<file path="config.mk">
export PLATFORM = sky130hd
export DESIGN_NAME = cpu_fetch
export DESIGN_NICKNAME = d
export VERILOG_FILES = /design/src/rtl/cpu_pkg.sv /design/src/rtl/pc_reg.sv /design/src/rtl/cpu_fetch.sv
export SDC_FILE = /design/constraint.sdc
export NUM_CORES = 1
export LEC_CHECK = 0
export ABC_CLOCK_PERIOD_IN_PS = 2200
export BUFFER_PORTS_ARGS = -buffer_cell sky130_fd_sc_hd__buf_2
export CAP_MARGIN = 20
export CORE_ASPECT_RATIO = 1.1
export CORE_UTILIZATION = 43
export CTS_CLUSTER_SIZE = 8
export DETAILED_ROUTE_END_ITERATION = 16
export GPL_TIMING_DRIVEN = 0
export PLACE_DENSITY = 0.74
export SLEW_MARGIN = 25
export SYNTH_ARGS = -nofsm -noshare
export SYNTH_HDL_FRONTEND = slang
export SYNTH_SLANG_ARGS = --single-unit
</file>
<file path="constraint.sdc">
create_clock -name clk -period 2.2 [get_ports clk]
set_input_delay 0.44 -clock clk [delete_from_list [all_inputs] [get_ports clk]]
set_output_delay 0.44 -clock clk [all_outputs]
set_load 0.05 [all_outputs]
</file>
<file path="src/rtl/cpu_pkg.sv">
// Shared types and defaults for the CPU fetch/control slice.
package cpu_pkg;

  localparam int unsigned CPU_ADDR_W   = 8;
  localparam logic [7:0]  CPU_NOP_BYTE = 8'h00;

  // Handshake states of the fetch unit
  typedef enum logic [1:0] {
    FS_IDLE,
    FS_REQ,
    FS_WAIT,
    FS_DONE
  } fetch_state_t;

endpackage

</file>
<file path="src/rtl/pc_reg.sv">
// Program counter register: load beats increment beats decrement, modulo 2^ADDR_W.
module pc_reg
  import cpu_pkg::*;
#(
  parameter int unsigned ADDR_W = CPU_ADDR_W
) (
  input  logic              clk,
  input  logic              reset_n,
  input  logic              load,
  input  logic              inc,
  input  logic              dec,
  input  logic [ADDR_W-1:0] load_val,
  output logic [ADDR_W-1:0] pc
);

  // PC update with fixed priority; natural wrap of the fixed-width adder
  always_ff @(posedge clk or negedge reset_n) begin
    if (!reset_n) begin
      pc <= '0;
    end else if (load) begin
      pc <= load_val;
    end else if (inc) begin
      pc <= pc + ADDR_W'(1);
    end else if (dec) begin
      pc <= pc - ADDR_W'(1);
    end
  end

endmodule

</file>
<file path="src/rtl/cpu_fetch.sv">
// Instruction/immediate fetch stage: PC, IR and IMM, single-byte reads over a
// req/ack bus with a bounded wait and a sticky timeout flag.
module cpu_fetch
  import cpu_pkg::*;
#(
  parameter int unsigned ADDR_W   = CPU_ADDR_W,
  parameter int unsigned WAIT_MAX = 15,
  parameter logic [7:0]  NOP_BYTE = CPU_NOP_BYTE
) (
  input  logic              clk,
  input  logic              reset_n,
  input  logic              fetch_req,
  input  logic              fetch_imm,
  input  logic              pc_inc,
  input  logic              pc_dec,
  input  logic              pc_load,
  input  logic [ADDR_W-1:0] pc_load_val,
  output logic [ADDR_W-1:0] mem_addr,
  output logic              mem_rd,
  input  logic [7:0]        mem_rdata,
  input  logic              mem_ack,
  output logic [ADDR_W-1:0] pc,
  output logic [7:0]        instruction,
  output logic [7:0]        imm,
  output logic              bus_ready,
  output logic              bus_err
);

  localparam int unsigned TW = $clog2(WAIT_MAX + 1);

  fetch_state_t  state, state_next;
  logic [TW-1:0] timer, timer_next;
  logic          kind;
  logic          start;
  logic          capture;
  logic          timeout;

  pc_reg #(
    .ADDR_W(ADDR_W)
  ) u_pc_reg (
    .clk      (clk),
    .reset_n  (reset_n),
    .load     (pc_load),
    .inc      (pc_inc),
    .dec      (pc_dec),
    .load_val (pc_load_val),
    .pc       (pc)
  );

  // Handshake state register
  always_ff @(posedge clk or negedge reset_n) begin
    if (!reset_n) begin
      state <= FS_IDLE;
    end else begin
      state <= state_next;
    end
  end

  // Next-state, wait timer and capture/timeout strobes
  always_comb begin
    state_next = state;
    timer_next = timer;
    start      = 1'b0;
    capture    = 1'b0;
    timeout    = 1'b0;
    case (state)
      FS_IDLE, FS_DONE: begin
        if (fetch_req) begin
          start      = 1'b1;
          state_next = FS_REQ;
        end
      end
      FS_REQ: begin
        if (mem_ack) begin
          capture    = 1'b1;
          state_next = FS_DONE;
        end else begin
          timer_next = TW'(1);
          state_next = FS_WAIT;
        end
      end
      FS_WAIT: begin
        // an ack on the final wait cycle still wins over the timeout
        if (mem_ack) begin
          capture    = 1'b1;
          state_next = FS_DONE;
        end else if (timer == TW'(WAIT_MAX)) begin
          timeout    = 1'b1;
          state_next = FS_DONE;
        end else begin
          timer_next = timer + TW'(1);
        end
      end
      default: state_next = FS_IDLE;
    endcase
  end

  // Registered bus outputs, IR/IMM capture and status flags
  always_ff @(posedge clk or negedge reset_n) begin
    if (!reset_n) begin
      timer       <= '0;
      kind        <= 1'b0;
      mem_addr    <= '0;
      mem_rd      <= 1'b0;
      instruction <= NOP_BYTE;
      imm         <= '0;
      bus_ready   <= 1'b0;
      bus_err     <= 1'b0;
    end else begin
      timer  <= timer_next;
      mem_rd <= (state_next == FS_REQ) || (state_next == FS_WAIT);
      if (start) begin
        mem_addr  <= pc;
        kind      <= fetch_imm;
        bus_ready <= 1'b0;
      end
      if (capture) begin
        if (kind) begin
          imm <= mem_rdata;
        end else begin
          instruction <= mem_rdata;
        end
        bus_ready <= 1'b1;
      end
      if (timeout) begin
        if (kind) begin
          imm <= '0;
        end else begin
          instruction <= NOP_BYTE;
        end
        bus_ready <= 1'b1;
        bus_err   <= 1'b1;
      end
    end
  end

endmodule

</file>
# Word level (Yosys, flattened, before mapping)
# Cells that the tools add are included.
# totals
regBits	42
word_cells	60
out_inout_bits	35
# classes
mux	30
n_eq_ne	9
addsub	3
n_reduce_logical	8
# op_table
op	count
8-bit 2-to-1 mux	11
4-bit 2-to-1 mux	3
1-bit 2-to-1 mux	11
8-bit by 1-bit adder with 8-bit output, second input constant	1
4-bit case mux with 2 select lines	1
8-bit by 1-bit subtractor with 8-bit output, second input constant	1
2-bit == test, second input constant	3
2-bit 2-to-1 mux	3
2-bit != test, second input constant	3
2-bit case mux with 3 select lines	1
3-bit nonzero test	2
4-bit by 1-bit adder with 4-bit output, second input constant	1
2-bit by 1-bit == test with 1-bit output, second input constant	2
4-bit == test, second input constant	1
4-bit AND reduction	1
2-bit OR reduction	2
2-bit zero test	1
2-bit nonzero test	1
1-bit logical OR	1

# Depth between registers and ports, before layout
# Gate-level depths: netlist of run 1.
# depth
word_depth	6
mapped_depth	8

# Cells and area by module
# A second synthesis of run 1 with hierarchy kept.
# unflattened
hier_cells	197
hier_area_um2	2200.9
# modules_own_cells
module	cells_each	area_each_um2	instances	seq_area_each_um2
cpu_fetch	121	1522.7	1	850.8
pc_reg	76	678.2	1	200.2

# Worst setup path before layout of run 1
# No wires, ideal clock.
# synth_timing
path_kind	input to register
start	input pc_inc
end	register u_pc_reg.pc[7]
n_path_buf	1
arrival_ps	2302
cell_stages	8
setup_ps	128
setup_slack_ps	-230
t_required_ps	2072
path_cell_list	clkbuf_1 inv_1 ha_1 o21ai_0 nor3_1 or4_1 a311oi_1 nor3_1
# synth_via
elab_chain_cells	2
word_cells_on_any_way	3
cone_classes	2 x mux; 1 x reduce/logical
# synth_rtl
item	line	text
start: declaration	cpu_fetch.sv:14	input logic pc_inc,
8-bit 2-to-1 mux	pc_reg.sv:22	end else if (inc) begin
8-bit 2-to-1 mux	pc_reg.sv:20	end else if (load) begin
end signal: assignment	pc_reg.sv:21	pc <= load_val;
end signal: assignment	pc_reg.sv:23	pc <= pc + ADDR_W'(1);
end signal: assignment	pc_reg.sv:25	pc <= pc - ADDR_W'(1);
end: declaration	pc_reg.sv:13	output logic [ADDR_W-1:0] pc
# Parallel ways exist; a longest one is shown, timed or not.
# A chain may end at the register's enable or synchronous reset.

# Final worst setup path of run 1
# layout_timing
start	register u_pc_reg.pc[1]
end	register u_pc_reg.pc[7]
# layout_via
elab_chain_cells	4
word_cells_on_any_way	5
cone_classes	2 x add/sub; 3 x mux
# layout_rtl
item	line	text
8-bit by 1-bit subtractor with 8-bit output	pc_reg.sv:25	
8-bit 2-to-1 mux	pc_reg.sv:24	end else if (dec) begin
8-bit 2-to-1 mux *	pc_reg.sv:22	
8-bit 2-to-1 mux *	pc_reg.sv:20	
# Every way passes the cells marked *; elsewhere a longest branch is shown, timed or not. The select of a mux whose other input is x is not followed.

==> results by group, run 1 <==
Outcome
  – Status: complete, no violations

Synth
  – Syn Nets: 220
  – YS warnings: 0
  – Cells after Synth: around 190
  – Dominant synthesized flop cell: dfrtp_1
  – Number of synthesized register bits: between 40 and 50
  – Avg Cell Area, Syn: between 10 and 15 sq um
  – Sequential area share after synthesis: 0.513
  – Number of synthesized flops with an enable pin: 0
  – Async set-reset flop share out of synthesis: 1.00
  – Mapped cell area: 0.00205 sq mm
  – Distinct cell type count after synthesis: between 40 and 50

STA
  – Clock Skews: 0.00413 ns
  – Worst slew margin: 0.414
  – Period utilization: 0.941
  – RSZ-0062 raised after global routing: false
  – Setup-failing EPs final: 0
  – Worst Tran Pin Value: 0.875 ns
  – Final Hold Viols: 0
  – Max-slew violation count: 0
  – Period minus WS final: about 2.1 ns
  – Max Freq: 483 MHz

Floorplanning
  – Die Span Y: 74.4 microns
  – Total Die Area: 0.00504 sq mm
  – Core area: 0.00444 sq mm
  – # IOs: 59
  – Starting Density: 0.461
  – Die W: 67.8 microns
  – Row Count: 25

Clocking
  – H-tree depth: 2
  – CTS tree: yes
  – Post-CTS setup buffer count: 0
  – Root Buffer: clkbuf_8
  – CTS resizes: 0
  – Clk_lat worst skew: 0.28 ns
  – Max clock buf depth: 2
  – # clock sinks: between 40 and 50
  – Num CTS Buffers: 5
  – # hold bufs at CTS: 0
  – Clock transition at path regs: 0.08 ns

Layout
  – Most frequent cells in the layout: 56 x buf_2, 41 x dfrtp_1, 15 x nor2_1
  – Most common cell after layout, fill and taps aside: buf_2
  – Synth-to-Final Area Change: 24.4%
  – N_diodes: 0
  – Share of cells above drive strength 1: 0.335
  – NumNets Final: 284
  – Finished Layout Cells: approximately 310
  – Fillers: 397
  – Final Util: 0.574

Setup path
  – R2r startpoint: u_pc_reg.pc[1]
  – R2R depth: 6
  – Worst EP arrival: approximately 2.2 ns
  – R2R Path End: u_pc_reg.pc[7]
  – Crit path capture type: flop
  – Critical path class: reg -> reg
  – R2r setup slk: ~0.13 ns
  – CP Data Required Time: 2.37 ns
  – Startpoint Class: flop
  – Crit-path max FO: 5
  – Worst setup startpoint: u_pc_reg.pc[1]

Drt
  – Vias: 1630
  – Post-route ant nets: 0
  – DRC: 0
  – DRC marker count from the first detailed-route iteration: 87
  – Drt first pass iters: 4
  – Routed wire length: slightly above 4 mm
  – Via density: approximately 5.3
  – WL/cell: 13.4 microns

Global routing
  – Largest net degree at the start of global routing: 43
  – Grt total ovfl: 0
  – Initial antenna violation count: 0
  – Vias in the first global route: approximately 1500
  – GRT Util Overall: 0.179
  – First-pass GRT wire length: 6.74 mm

Power
  – Power density over the cells: 1630 mW/mm^2
  – Max VDD drop: 0.836 mV
  – Pleak: 1.23 nW

Place
  – Inst Count DP: 296
  – IO buf count: 56
  – Final GP Congestion: 0.856
  – DP HPWL: approximately 3 mm

Worst hold path
  – Type of the worst min-delay path: in -> async

Flow run
  – Max-cap viol count: 0
==> through the flow <==
stage                     setup TNS (ns)  setup slack (ns)  total power [mW]  area [sq um]  hold slack, ns
final                                  0             0.131              4.15          2550          0.0456
after global placement            -0.158            -0.148              3.55          2420           0.451
after detailed placement          -0.195            -0.189              3.60          2420           0.453
after global routing                   0           0.00241              4.43          2550          0.0466
after floorplan                        0            0.0109              3.09          2070           0.144
after CTS                              0            0.0759              4.20          2520           0.319
==> worst max path at each step <==
stage / end / slack [ns] / cells after the start
finish: u_pc_reg.pc[7] / 0.13 / 6
global route: u_pc_reg.pc[7] / 0.002 / 6
CTS: instruction[5] / 0.08 / 6
detailed placement: u_pc_reg.pc[7] / -0.19 / 8
global placement: u_pc_reg.pc[7] / -0.15 / 8
floorplan: u_pc_reg.pc[7] / 0.01 / 8
==> cell type report <==
class                   count  area [sq um]  share of cell area
plain buffers               7          27.5              0.0108
clock buffers               7          76.3              0.0299
clock inverters             1          30.0              0.0118
inverters                   9          36.3              0.0142
multi-input cells         128           958               0.376
flip-flops and latches     42          1050               0.413
well taps                  54          67.6              0.0265
repair buffers             57           300               0.118
==> cells in the mapped netlist (2+ instances only) <==
library cell	instances	area, sq um
xor2_1	4	35.0
dfrtp_1	42	1050
nor3_1	6	30.0
xnor2_1	2	17.5
nand2_1	11	41.3
o21ai_0	10	50.1
a22o_1	9	78.8
mux2_2	10	113
mux2i_1	9	90.1
ha_1	9	113
nand3_1	3	15.0
clkbuf_1	6	22.5
a211oi_1	3	22.5
a21oi_1	10	50.1
nor2_1	15	56.3
inv_1	9	33.8
a21o_1	2	15.0
==> routing by layer <==
| metal | GRT usage | wire length [microns] | vias to the layer above |
|---|---|---|---|
| li1 | - | - | 806 |
| met1 | 0.229 | 1810 | 758 |
| met2 | 0.283 | 1950 | 59 |
| met3 | 0.0521 | 251 | 7 |
| met4 | 0.0718 | 65 | 0 |
| met5 | 0 | 0 | - |
==> report_power, final <==
group | switching (mW) | leakage, nW | internal [mW]
sequential | 0.189 | 0.506 | 1.10
combinational | 1.58 | 0.667 | 0.695
clock | 0.250 | 0.0524 | 0.340
==> cells by family (layout without fill, tap and decap cells) <==
kind of cell	count (synthesis)	in the layout	synth area share
AOI/OAI and AO/OA	48	48	0.162
xor gates and xnor gates	6	6	0.0257
adders and majority gates	10	10	0.0648
buffers and inverters	16	81	0.0293
DFF	42	42	0.513
muxes	19	19	0.0990
and+or+nand+nor	45	45	0.106
==> critical path: stages (launching register included) <==
cell      delay (ns)
dfrtp_2         0.46
ha_4            0.23
a211oi_2        0.28
nor3_1          0.12
or4_1           0.51
a311oi_1        0.28
nor3_1          0.08
Note: power is estimated with default switching activity, not from simulation.
==> run 2: changes to the inputs <==
--- a/config.mk
+++ b/config.mk
@@ -13,7 +13,7 @@
 export CTS_CLUSTER_SIZE = 8
 export DETAILED_ROUTE_END_ITERATION = 16
 export GPL_TIMING_DRIVEN = 0
-export PLACE_DENSITY = 0.74
+export PLACE_DENSITY = 0.68
 export SLEW_MARGIN = 25
 export SYNTH_ARGS = -nofsm -noshare
 export SYNTH_HDL_FRONTEND = slang
==> run 2 against run 1 <==
  * Total power fell by 1.8%
  * Flip-flop and latch count is the same
  * Clock power is 16% lower
  * Sequential power about the same
  * Fmax rose by 1.4%
  * Critical path depth stayed put
  * Cell area fell by 1.2%
  * Cell count is 0.33% lower
  * Die area unchanged
  * Routed wire length down 0.71%
  * Largest power group unchanged
==> results by group, run 2 (synthesis results as in run 1) <==
Outcome
  – Status: complete, no violations

Global routing
  – Largest net degree at the start of global routing: 43
  – First-pass GRT wire length: 6.57 mm
  – GRT Util Overall: 0.172
  – Initial antenna violation count: 0
  – Vias in the first global route: 1490
  – Grt total ovfl: 0

STA
  – Max-slew violation count: 0
  – Clock Skews: 0.00420 ns
  – RSZ-0062 raised after global routing: false
  – Hold Worst Slack: 0.130 ns
  – Fin worst setup slack: 0.159 ns
  – Period minus WS final: 2.04 ns
  – Worst Tran Pin Value: 0.812 ns
  – Max Freq: 490 MHz
  – Final Hold Viols: 0
  – Total negative slack: 0 ns
  – Period utilization: 0.928
  – Setup-failing EPs final: 0
  – Worst slew margin: 0.454

Layout
  – NumNets Final: 283
  – Most common cell after layout, fill and taps aside: buf_2
  – Synth-to-Final Area Change: 22.9%
  – N_diodes: 0
  – Most frequent cells in the layout: 55 x buf_2, 41 x dfrtp_1, 15 x nor2_1
  – Fillers: 395
  – Share of cells above drive strength 1: 0.336

Drt
  – Routed wire length: 4.05 mm
  – Drt first pass iters: 4
  – Post-route ant nets: 0
  – DRC marker count from the first detailed-route iteration: 100
  – Vias: 1617
  – DRC: 0
  – Via density: 5.32
  – WL/cell: 13.3 microns

Floorplanning
  – # IOs: 59
  – Row Count: 25
  – Die Span Y: between 70 and 80 microns
  – Core area: 0.00444 sq mm
  – Die W: 67.8 microns
  – Total Die Area: ~0.0050 sq mm
  – Starting Density: 0.461

Clocking
  – H-tree depth: 2
  – CTS tree: yes
  – Clk_lat worst skew: 0.28 ns
  – Max clock buf depth: 2
  – Root Buffer: clkbuf_8
  – # clock sinks: 42
  – Clock transition at path regs: approximately 0.08 ns
  – Post-CTS setup buffer count: 0
  – Num CTS Buffers: 5
  – # hold bufs at CTS: 0

Setup path
  – Slowest cell on crit path: or4_1
  – Crit-path max FO: 5
  – Worst EP arrival: around 2.2 ns
  – R2r setup slk: between 0.15 and 0.2 ns
  – Most frequent CP cell: nor3_1
  – Critical path class: reg -> reg
  – CP max stage delay: roughly 0.52 ns
  – Startpoint Class: flop
  – CP Data Required Time: 2.37 ns
  – CP top delay family: simple AND/OR/NAND/NOR gates
  – Crit path buffers/inverters: 0
  – Cell Chain, Critical Path: ha_4, a211oi_2, nor3_1, or4_1, a311oi_2, nor3_1
  – Crit path capture type: flop

Place
  – Final GP Congestion: roughly 0.82
  – Dpl ws: -0.128 ns
  – DP HPWL: 3.01 mm
  – IO buf count: 56

Power
  – Pleak: 1.21 nW
  – Max VDD drop: 0.511 mV
  – Power density over the cells: 1620 mW/mm^2

Worst hold path
  – Type of the worst min-delay path: in -> async

Flow run
  – Max-cap viol count: 0
-- run 2: worst paths after layout --
| check | startpoint | endpoint | cells past startpoint |
|---|---|---|---|
| worst max-delay path | u_pc_reg.pc[1] | u_pc_reg.pc[7] | 6 |
| worst min-delay path | reset_n | imm[6] | 1 |
| worst max register to register | u_pc_reg.pc[1] | u_pc_reg.pc[7] | 6 |
| worst min register to register | bus_err | bus_err | 1 |
| max in group asynchronous | reset_n | u_pc_reg.pc[1] | 1 |
| min in group clk | pc_load_val[2] | u_pc_reg.pc[2] | 3 |
-- run 2: per-layer routing --
metal,track usage,vias up,wire [microns]
li1,-,799,-
met1,0.219,769,1830
met5,0,-,0
met4,0.0833,0,34
met3,0.0261,2,191
met2,0.285,47,1990
-- run 2: what timing repair did --
item / CTS / global route
resized for setup: 0 / 1
endpoints found under the hold margin: 0 / 0
setup endpoints to repair: 0 / 1
-- run 2: through the flow --
| step | power (mW) | cells | instance area, sq um | utilization |
|---|---|---|---|---|
| finish | 4.08 | 304 | 2520 | 0.567 |
| global route | 4.35 | 304 | 2520 | 0.567 |
| CTS | 4.12 | 304 | 2510 | 0.565 |
| detailed placement | 3.60 | 296 | 2420 | 0.544 |
| global placement | 3.57 | 296 | 2420 | 0.544 |
| floorplan | 3.09 | 186 | 2070 | - |
-- run 2: final cells by class --
| cell class | instances | area, sq um | share of cell area |
|---|---|---|---|
| clock inverter | 1 | 5.00 | 0.00199 |
| multi-input combinational | 128 | 960 | 0.381 |
| tap | 54 | 67.6 | 0.0268 |
| timing repair buffer | 56 | 283 | 0.112 |
| clock buffer | 7 | 86.3 | 0.0343 |
| inverter | 9 | 36.3 | 0.0144 |
| buffer | 7 | 27.5 | 0.0109 |
| sequential | 42 | 1050 | 0.418 |
-- run 2: worst register-to-register path: cells and delay by family, from the launching register on --
family / cells / cell delay [ns]
DFF: 1 / 0.45
AOI/OAI and AO/OA: 2 / 0.54
adders and majority gates: 1 / 0.23
and+or+nand+nor: 3 / 0.70
-- run 2: power breakdown --
group / switching, mW / total, mW / internal, mW
clock network: 0.242 / 0.495 / 0.253
registers: 0.199 / 1.30 / 1.10
logic: 1.59 / 2.28 / 0.695
